`config.mk`:
```
export PLATFORM = sky130hd
export DESIGN_NAME = ps2_rx_decoder
export DESIGN_NICKNAME = d
export VERILOG_FILES = /design/src/rtl/ps2_pkg.sv /design/src/rtl/ps2_filter.sv /design/src/rtl/ps2_rx_decoder.sv
export SDC_FILE = /design/constraint.sdc
export NUM_CORES = 1
export LEC_CHECK = 0
export BUFFER_PORTS_ARGS = -buffer_cell sky130_fd_sc_hd__buf_2
export CAP_MARGIN = 20
export CORE_ASPECT_RATIO = 0.8
export CORE_MARGIN = 10
export CORE_UTILIZATION = 55
export DETAILED_ROUTE_END_ITERATION = 8
export HOLD_SLACK_MARGIN = 0.02
export PLACE_DENSITY = 0.82
export SYNTH_ARGS = -nofsm -noshare
export SYNTH_HDL_FRONTEND = slang
export SYNTH_SLANG_ARGS = --single-unit
```
`constraint.sdc`:
```
create_clock -name CLK -period 3.7 [get_ports CLK]
set_input_delay 0.185 -clock CLK [delete_from_list [all_inputs] [get_ports CLK]]
set_output_delay 0.185 -clock CLK [all_outputs]
set_load 0.02 [all_outputs]
```
`src/rtl/ps2_pkg.sv`:
```
// Shared PS/2 receive definitions: frame FSM encoding, prefix bytes and
// byte classification helpers used by the decoder and its input filter.
package ps2_pkg;

  localparam logic [1:0] ST_IDLE   = 2'd0;
  localparam logic [1:0] ST_DATA   = 2'd1;
  localparam logic [1:0] ST_PARITY = 2'd2;
  localparam logic [1:0] ST_STOP   = 2'd3;

  localparam logic [7:0] PS2_EXT_PREFIX = 8'hE0;
  localparam logic [7:0] PS2_BRK_PREFIX = 8'hF0;

  // start + 8 data + parity + stop
  localparam int PS2_FRAME_LEN = 11;
  localparam int PS2_DATA_BITS = PS2_FRAME_LEN - 3;

  localparam int FLT_CNT_W = 8;

  typedef enum logic [1:0] {
    BYTE_CODE = 2'd0,
    BYTE_EXT  = 2'd1,
    BYTE_BRK  = 2'd2
  } byte_kind_t;

  function automatic logic odd_parity_ok(input logic [7:0] d, input logic p);
    return ^{d, p};
  endfunction

  function automatic byte_kind_t classify_byte(input logic [7:0] b);
    byte_kind_t k;
    k = BYTE_CODE;
    if (b == PS2_EXT_PREFIX) begin
      k = BYTE_EXT;
    end else if (b == PS2_BRK_PREFIX) begin
      k = BYTE_BRK;
    end
    return k;
  endfunction

endpackage

```
`src/rtl/ps2_filter.sv`:
```
// Synchronises both PS/2 pins and debounces PS2_CLK; fall_tick pulses the cycle
// the filtered clock drops, FILTER_LEN+2 cycles after a clean raw falling edge.
module ps2_filter
  import ps2_pkg::*;
#(
  parameter int FILTER_LEN = 8
) (
  input  logic CLK,
  input  logic ARST,
  input  logic PS2_CLK,
  input  logic PS2_DATA,
  output logic data_s,
  output logic fall_tick
);

  localparam logic [FLT_CNT_W-1:0] FLT_LAST = FLT_CNT_W'(FILTER_LEN - 1);

  logic [1:0]           clk_sync;
  logic [1:0]           data_sync;
  logic                 clk_f;
  logic [FLT_CNT_W-1:0] flt_cnt;

  always_ff @(posedge CLK or posedge ARST) begin
    if (ARST) begin
      clk_sync  <= 2'b11;
      data_sync <= 2'b11;
      clk_f     <= 1'b1;
      flt_cnt   <= '0;
      fall_tick <= 1'b0;
    end else begin
      clk_sync  <= {clk_sync[0], PS2_CLK};
      data_sync <= {data_sync[0], PS2_DATA};
      fall_tick <= 1'b0;
      // Any sample matching the current level restarts the run.
      if (clk_sync[1] != clk_f) begin
        if (flt_cnt == FLT_LAST) begin
          clk_f     <= clk_sync[1];
          flt_cnt   <= '0;
          fall_tick <= clk_f;
        end else begin
          flt_cnt <= flt_cnt + 1'b1;
        end
      end else begin
        flt_cnt <= '0;
      end
    end
  end

  assign data_s = data_sync[1];

endmodule

```
`src/rtl/ps2_rx_decoder.sv`:
```
// PS/2 keyboard receiver: frames bytes, checks parity/stop, strips E0/F0 prefixes.
// Events and error pulses land one cycle after the stop-bit fall_tick; no backpressure.
module ps2_rx_decoder
  import ps2_pkg::*;
#(
  parameter int FILTER_LEN     = 8,
  parameter int TIMEOUT_CYCLES = 200000,
  parameter int CNT_W          = 18
) (
  input  logic       CLK,
  input  logic       ARST,
  input  logic       PS2_CLK,
  input  logic       PS2_DATA,
  output logic [7:0] CODE,
  output logic       EXT,
  output logic       KEYUP,
  output logic       CODE_VALID,
  output logic [3:0] HEX0,
  output logic [3:0] HEX1,
  output logic       ERR_PARITY,
  output logic       ERR_FRAME,
  output logic       ERR_TIMEOUT
);

  localparam logic [CNT_W-1:0] TO_LAST  = CNT_W'(TIMEOUT_CYCLES - 1);
  localparam logic [2:0]       BIT_LAST = 3'(PS2_DATA_BITS - 1);

  logic             data_s;
  logic             fall_tick;
  logic [1:0]       state;
  logic [2:0]       bitcnt;
  logic [7:0]       shreg;
  logic             par_bit;
  logic [CNT_W-1:0] to_cnt;
  logic             ext_pend;
  logic             brk_pend;
  logic             timeout_hit;

  ps2_filter #(
    .FILTER_LEN(FILTER_LEN)
  ) u_filter (
    .CLK      (CLK),
    .ARST     (ARST),
    .PS2_CLK  (PS2_CLK),
    .PS2_DATA (PS2_DATA),
    .data_s   (data_s),
    .fall_tick(fall_tick)
  );

  // A falling edge arriving on the expiry cycle keeps the frame alive.
  assign timeout_hit = (state != ST_IDLE) && (to_cnt == TO_LAST) && !fall_tick;

  always_ff @(posedge CLK or posedge ARST) begin
    if (ARST) begin
      to_cnt <= '0;
    end else if (state == ST_IDLE || fall_tick) begin
      to_cnt <= '0;
    end else begin
      to_cnt <= to_cnt + 1'b1;
    end
  end

  always_ff @(posedge CLK or posedge ARST) begin
    if (ARST) begin
      state       <= ST_IDLE;
      bitcnt      <= '0;
      shreg       <= '0;
      par_bit     <= 1'b0;
      ext_pend    <= 1'b0;
      brk_pend    <= 1'b0;
      CODE        <= '0;
      EXT         <= 1'b0;
      KEYUP       <= 1'b0;
      CODE_VALID  <= 1'b0;
      ERR_PARITY  <= 1'b0;
      ERR_FRAME   <= 1'b0;
      ERR_TIMEOUT <= 1'b0;
    end else begin
      CODE_VALID  <= 1'b0;
      ERR_PARITY  <= 1'b0;
      ERR_FRAME   <= 1'b0;
      ERR_TIMEOUT <= 1'b0;
      if (fall_tick) begin
        case (state)
          ST_IDLE: begin
            if (!data_s) begin
              state  <= ST_DATA;
              bitcnt <= '0;
            end
          end
          ST_DATA: begin
            shreg  <= {data_s, shreg[7:1]};
            bitcnt <= bitcnt + 1'b1;
            if (bitcnt == BIT_LAST) begin
              state <= ST_PARITY;
            end
          end
          ST_PARITY: begin
            par_bit <= data_s;
            state   <= ST_STOP;
          end
          ST_STOP: begin
            state <= ST_IDLE;
            if (!odd_parity_ok(shreg, par_bit)) begin
              ERR_PARITY <= 1'b1;
              ext_pend   <= 1'b0;
              brk_pend   <= 1'b0;
            end else if (!data_s) begin
              ERR_FRAME <= 1'b1;
              ext_pend  <= 1'b0;
              brk_pend  <= 1'b0;
            end else begin
              case (classify_byte(shreg))
                BYTE_EXT: ext_pend <= 1'b1;
                BYTE_BRK: brk_pend <= 1'b1;
                default: begin
                  CODE       <= shreg;
                  EXT        <= ext_pend;
                  KEYUP      <= brk_pend;
                  CODE_VALID <= 1'b1;
                  ext_pend   <= 1'b0;
                  brk_pend   <= 1'b0;
                end
              endcase
            end
          end
          default: state <= ST_IDLE;
        endcase
      end else if (timeout_hit) begin
        ERR_TIMEOUT <= 1'b1;
        state       <= ST_IDLE;
        ext_pend    <= 1'b0;
        brk_pend    <= 1'b0;
      end
    end
  end

  assign HEX0 = CODE[3:0];
  assign HEX1 = CODE[7:4];

endmodule

```
=== Word-level counts from Yosys, hierarchy flattened ===
Index checks and enable logic that the tools add are counted.
W data, S select, Z words.

* Flip-flop bits (word level): 62
* Input port bits: 4
* Output and inout port bits: 22

* Add/sub/neg operators: 3
* Equal/unequal tests: 17
* Muxes and demuxes: 43
* Bitwise gates (word level): 1
* Reduce and logical (&&, ||, !) cells: 18

{| class="wikitable"
|+ Operators with widths
! kind !! count
|-
| $mux W1 || 25
|-
| $mux W2 || 10
|-
| $add A18 B1 Y18 const B || 1
|-
| $eq A18 B18 Y1 const B || 1
|-
| $mux W18 || 1
|-
| $eq A8 B8 Y1 const B || 2
|-
| $mux W8 || 2
|-
| $reduce_and A3 Y1 || 4
|-
| $reduce_xor A9 Y1 || 1
|-
| $add A8 B1 Y8 const B || 1
|-
| $eq A8 B3 Y1 const B || 1
|-
| $ne A4 B4 Y1 const B || 2
|-
| $pmux W2 S4 || 1
|-
| $eq A2 B2 Y1 const B || 3
|-
| $ne A3 B3 Y1 const B || 2
|-
| $pmux W3 S2 || 1
|-
| $reduce_and A2 Y1 || 3
|-
| $reduce_bool A2 Y1 || 3
|-
| $reduce_and A5 Y1 || 1
|-
| $eq A2 B1 Y1 const B || 2
|-
| $ne A2 B2 Y1 const B || 2
|-
| $pmux W1 S2 || 2
|-
| $add A3 B1 Y3 const B || 1
|-
| $eq A3 B3 Y1 const B || 1
|-
| 8 further kinds || 9
|}

=== Depth between registers and ports, before layout ===
* Word-level depth: 14
* Gate-level depth with buffers: 8

=== Cells and area by module ===
From an unflattened synthesis, not the netlist that was laid out.

* Cells, all modules: 245
* Area total of the unflattened synthesis: 2929.1 µm²

{| class="wikitable"
|+ By module, submodules not included
! module !! instances !! cells an instance !! area each (µm²)
|-
| ps2_rx_decoder || 1 || 197 || 2337.2
|-
| ps2_filter || 1 || 48 || 591.8
|}

=== Least setup slack after synthesis ===
Ideal clock, no wire load.

* Path kind: reg2reg
* From: register shreg[5]
* To: register CODE[3]
* Library setup time: 0.141 ns
* Arrival time: 1.990 ns
* Setup slack: 1.569 ns
* Cell stages (with the launch flop): 7
* Buffers on the path: 0
* Clock period less this slack: 2.131 ns
* Cells stage by stage: dfrtp_1 xor2_2 xor3_4 mux2i_2 o22ai_4 a21oi_2 o221ai_1

* Cells in the longest elaborated chain, start to end: 11
* Elaborated cells between the ends (all ways): 14
* Those cells by class: eq/ne (4); mux (6); bitwise (1); reduce/logical (3)

{| class="wikitable"
|+ RTL lines
! item !! line !! RTL
|-
| from (decl) || ps2_rx_decoder.sv:32 || <nowiki>logic [7:0] shreg;</nowiki>
|-
| from (signal assigned) || ps2_rx_decoder.sv:92 || <nowiki>shreg <= {data_s, shreg[7:1]};</nowiki>
|-
| $eq A8 B8 Y1 || ps2_pkg.sv:34 || <nowiki>end else if (b == PS2_BRK_PREFIX) begin</nowiki>
|-
| $mux W2 || ps2_pkg.sv:34 ||
|-
| $mux W2 || ps2_pkg.sv:32 || <nowiki>if (b == PS2_EXT_PREFIX) begin</nowiki>
|-
| $mux W2 || ps2_rx_decoder.sv:108 || <nowiki>end else if (!data_s) begin</nowiki>
|-
| $mux W2 || ps2_rx_decoder.sv:104 || <nowiki>if (!odd_parity_ok(shreg, par_bit)) begin</nowiki>
|-
| $mux W2 || ps2_rx_decoder.sv:84 || <nowiki>case (state)</nowiki>
|-
| $mux W2 || ps2_rx_decoder.sv:83 || <nowiki>if (fall_tick) begin</nowiki>
|-
| $eq A2 B2 Y1 or $eq A2 B1 Y1 (tied branches) || ps2_rx_decoder.sv:113 || <nowiki>case (classify_byte(shreg))</nowiki>
|-
| $reduce_or A2 Y1 (no line) || - ||
|-
| $not A1 Y1 (no line) || - ||
|-
| $reduce_and A5 Y1 (no line) * || - ||
|-
| to (signal assigned) || ps2_rx_decoder.sv:117 || <nowiki>CODE <= shreg;</nowiki>
|-
| to (decl) || ps2_rx_decoder.sv:14 || <nowiki>output logic [7:0] CODE,</nowiki>
|}

Every way passes the cells marked *; elsewhere a longest branch is shown, timed or not. The select of a mux whose other input is x is not followed.
A chain may end at the register's enable or synchronous reset.

=== Worst setup path in the final report ===
* From: register shreg[3]
* To: register CODE[3]

* Cells in the longest elaborated chain, start to end: 11
* Elaborated cells between the ends (all ways): 14
* Those cells by class: eq/ne (4); mux (6); bitwise (1); reduce/logical (3)

{| class="wikitable"
|+ RTL lines
! item !! line
|-
| $eq A8 B8 Y1 || ps2_pkg.sv:34
|-
| $mux W2 || ps2_pkg.sv:34
|-
| $mux W2 || ps2_pkg.sv:32
|-
| $mux W2 || ps2_rx_decoder.sv:108
|-
| $mux W2 || ps2_rx_decoder.sv:104
|-
| $mux W2 || ps2_rx_decoder.sv:84
|-
| $mux W2 || ps2_rx_decoder.sv:83
|-
| $eq A2 B2 Y1 or $eq A2 B1 Y1 (tied branches) || ps2_rx_decoder.sv:113
|-
| $reduce_or A2 Y1 (no line) || -
|-
| $not A1 Y1 (no line) || -
|-
| $reduce_and A5 Y1 (no line) || -
|}

Parallel ways exist; a longest one is shown, timed or not. The select of a mux whose other input is x is not followed.

==> flow_metrics.env <==
export IMPL_outcome="finished clean"
export IMPL_grt_pass1_wl_um=10800
export IMPL_yosys_top_cells_area="dfrtp_1 (45%), nor2_1 (4.3%), dfstp_2 (4.1%)"
export IMPL_rsz0062_at_grt="false"
export IMPL_start_util_pct=57.8
export IMPL_yosysSeqAreaShare_pct=48.8
export IMPL_drc=0
export IMPL_dp_hpwl_um=4400
export IMPL_htreeDepth=3
export IMPL_peakVddDrop_uv=363
export IMPL_cts_resized=0
export IMPL_worstMarginPinSlew_ns=0.887
export IMPL_timing_final_ws_setup_ns=1.15
export IMPL_synth_distinct_cells=55
export IMPL_die_h_um=88.2
export IMPL_antennaDiodeCount=0
export IMPL_syn_area_mm2=0.00319
export IMPL_grt_usage_pct=14.4
export IMPL_worstPathArrival_ns=2.75
export IMPL_hold_path_class="primary input to asynchronous set/reset pin"
export IMPL_fmax_mhz=392
export IMPL_worstSetupEndpointType="flop"
export IMPL_synth_ff_type="dfrtp_1"
export IMPL_die_x_um=105
export IMPL_core_rowCount=24
export IMPL_async_flop_share_pct=100
export IMPL_nets=340
export IMPL_period_minus_slack_ns=2.55
export IMPL_slew_viol_final=0
export IMPL_yosysWarnings=0
export IMPL_io_buffers=25
export IMPL_numCtsBuffers=9
export IMPL_layout_worst_path_cycle_share_pct=68.9
export IMPL_synth_xor_area_share_pct=8.50
export IMPL_grt_overflow=0
export IMPL_postPlaceCellArea_mm2=0.00332
export IMPL_finalHoldViolations=0
export IMPL_clock_skew_ns=0.00840
export IMPL_synth_fa_ha_area_share_pct=3.13
export IMPL_wire_per_inst_um=14.8
export IMPL_cts_sinks=62
export IMPL_syn_nets=319
export IMPL_p_leak_nw=1.61
export IMPL_gp_congestion=0.820
export IMPL_synth_edf_count=0
export IMPL_pre_cts_ws_ns=1.19
export IMPL_wirelength_um=6090
export IMPL_nFillCells=456
export IMPL_drv_cap=0
export IMPL_synthCells=307
export IMPL_root_buffer="clkbuf_8"
export IMPL_syn_to_final_growth_pct=11.5
export IMPL_critPathMaxFanout=15
export IMPL_first_global_vias=2238
export IMPL_drt_iter0_markers=131
export IMPL_synth_top_family_by_area="simple AND/OR/NAND/NOR gates"
export IMPL_grt_max_degree=45
export IMPL_io_pins=26
export IMPL_drive_above_1_share_pct=21.0
export IMPL_yosys_area_share_simple_pct=17.0
export IMPL_criticalPathCategory="flop to flop"
export IMPL_setup_violations_final=0
export IMPL_ant_nets=0
export IMPL_ys_seq_elements=62
export IMPL_avgSynthCellArea_um2=10.4
export IMPL_core_mm2=0.00553
export IMPL_clock_latency_ns=0.34
export IMPL_synth_most_common_cell="dfrtp_1"
export IMPL_fin_area_mm2=0.00356
export IMPL_dr_pass1_iters=4
export IMPL_clkTransAtPathRegs_ns=0.07
export IMPL_setup_tns_ns=0
export IMPL_synth_common_cells="dfrtp_1 (57), nor2_1 (37), nand2_1 (26)"
export IMPL_die_area_mm2=0.00928
export IMPL_synth_compound_area_share_pct=11.4
export IMPL_ctsLongestPathBuffers=2
export IMPL_cts_tree="built"
export IMPL_powerDensity_mw_per_mm2=403
export IMPL_synthMuxAreaShare_pct=6.62
export IMPL_timing_slew_headroom_pct=40.8
export IMPL_synth_top_cell_area_share_pct=44.7
export IMPL_antenna_found_initial=0
export IMPL_critPathLaunchType="flop"
export IMPL_yosysTopAreaCell="dfrtp_1"
export IMPL_vias=2257
export IMPL_viasPerCell=5.49
export IMPL_cp_required_ns=3.90
-- worst paths after layout --
| check | start | to | slack [ns] | cells after the start |
|---|---|---|---|---|
| worst max register to register | shreg[3]$_DFFE_PP0P_ | CODE[3]$_DFFE_PP0P_ | 1.15 | 6 |
| worst max-delay path | shreg[3]$_DFFE_PP0P_ | CODE[3]$_DFFE_PP0P_ | 1.15 | 6 |
| worst min register to register | u_filter.data_sync[0]$_DFF_PP1_ | u_filter.data_sync[1]$_DFF_PP1_ | 0.36 | 0 |
| max in group asynchronous | ARST | CODE[0]$_DFFE_PP0P_ | 2.87 | 3 |
| worst min-delay path | ARST | u_filter.flt_cnt[7]$_DFF_PP0_ | 0.04 | 2 |
| min in group CLK | u_filter.data_sync[0]$_DFF_PP1_ | u_filter.data_sync[1]$_DFF_PP1_ | 0.36 | 0 |
-- what timing repair did --
item / CTS / global route
setup buffers: 0 / 0
hold endpoints to repair: 2 / 0
hold buffers: 2 / 0
-- report_power, final --
part	switching (mW)	leakage, nW	internal, mW
logic	0.0397	0.655	0.0266
registers	0.0165	0.847	0.703
clock network	0.256	0.108	0.395
-- critical path, cell delays in order, from the launching register on --
cell and delay, ns:
dfrtp_1 0.42, xnor2_1 0.31, xor3_4 0.58, mux2i_4 0.52
o22ai_4 0.19, a21oi_2 0.23, o221ai_1 0.16
-- routing by layer --
layer | track usage (%) | wire length (µm) | up-vias
met1 | 17.7 | 2900 | 1094
met5 | 0 | 0 | -
met4 | 4.48 | 57 | 0
li1 | - | - | 1110
met3 | 6.24 | 368 | 6
met2 | 22.5 | 2770 | 47
-- cells by family (layout without fill, tap and decap cells) --
group	Yosys count	after routing
AND/OR/NAND/NOR	110	110
flip-flops	62	62
AO/OA/AOI/OAI	53	53
buffers and inverters	29	55
XOR/XNOR	28	28
multiplexers	17	17
adder cells (fa/ha/maj)	8	8
-- flip-flops by register name (all words and copies together) (netlist names) --
name / cells
CODE: 8
CODE_VALID: 1
ERR_FRAME: 1
ERR_PARITY: 1
ERR_TIMEOUT: 1
EXT: 1
KEYUP: 1
bitcnt: 3
brk_pend: 1
ext_pend: 1
par_bit: 1
shreg: 8
state: 2
to_cnt: 18
u_filter.clk_f: 1
u_filter.clk_sync: 2
u_filter.data_sync: 2
u_filter.fall_tick: 1
u_filter.flt_cnt: 8
-- final cells by class --
| cell class | count | area (µm²) | share of cell area, % |
|---|---|---|---|
| repair buffers | 28 | 153 | 4.29 |
| multi-input cells | 216 | 1490 | 41.8 |
| clock inverters | 6 | 85.1 | 2.39 |
| flip-flops and latches | 62 | 1560 | 43.7 |
| clock buffers | 10 | 138 | 3.86 |
| inverters | 11 | 41.3 | 1.16 |
| well taps | 78 | 97.6 | 2.74 |
-- metrics by stage --
| step | cells | hold WS [ns] | total power, mW | util, % |
|---|---|---|---|---|
| 2_1_floorplan | 307 | 0.189 | 0.782 | - |
| 3_3_place_gp | 393 | 0.290 | 0.795 | 60.1 |
| 3_5_place_dp | 393 | 0.293 | 0.799 | 60.1 |
| 4_1_cts | 411 | 0.0574 | 1.46 | 64.5 |
| 5_1_grt | 411 | 0.0868 | 1.50 | 64.5 |
| 6_report | 411 | 0.0374 | 1.44 | 64.5 |
-- cell usage in the layout, fill, tap and decap left out, types with 5 or more instances in the layout --
cell      synthesis  final
clkbuf_8          0     10
buf_2             0     25
a21oi_1           8      8
o21ai_0          19     19
nand3_1          10     10
nor2_1           37     37
nand4_1           8      8
inv_1            11     10
dfstp_2           5      5
ha_1              8      8
nand2_1          26     26
xor2_1           14     14
dfrtp_1          57     57
xnor2_1          12     12
mux2_2            9      9
No activity file was read; power rests on OpenSTA's default activity.
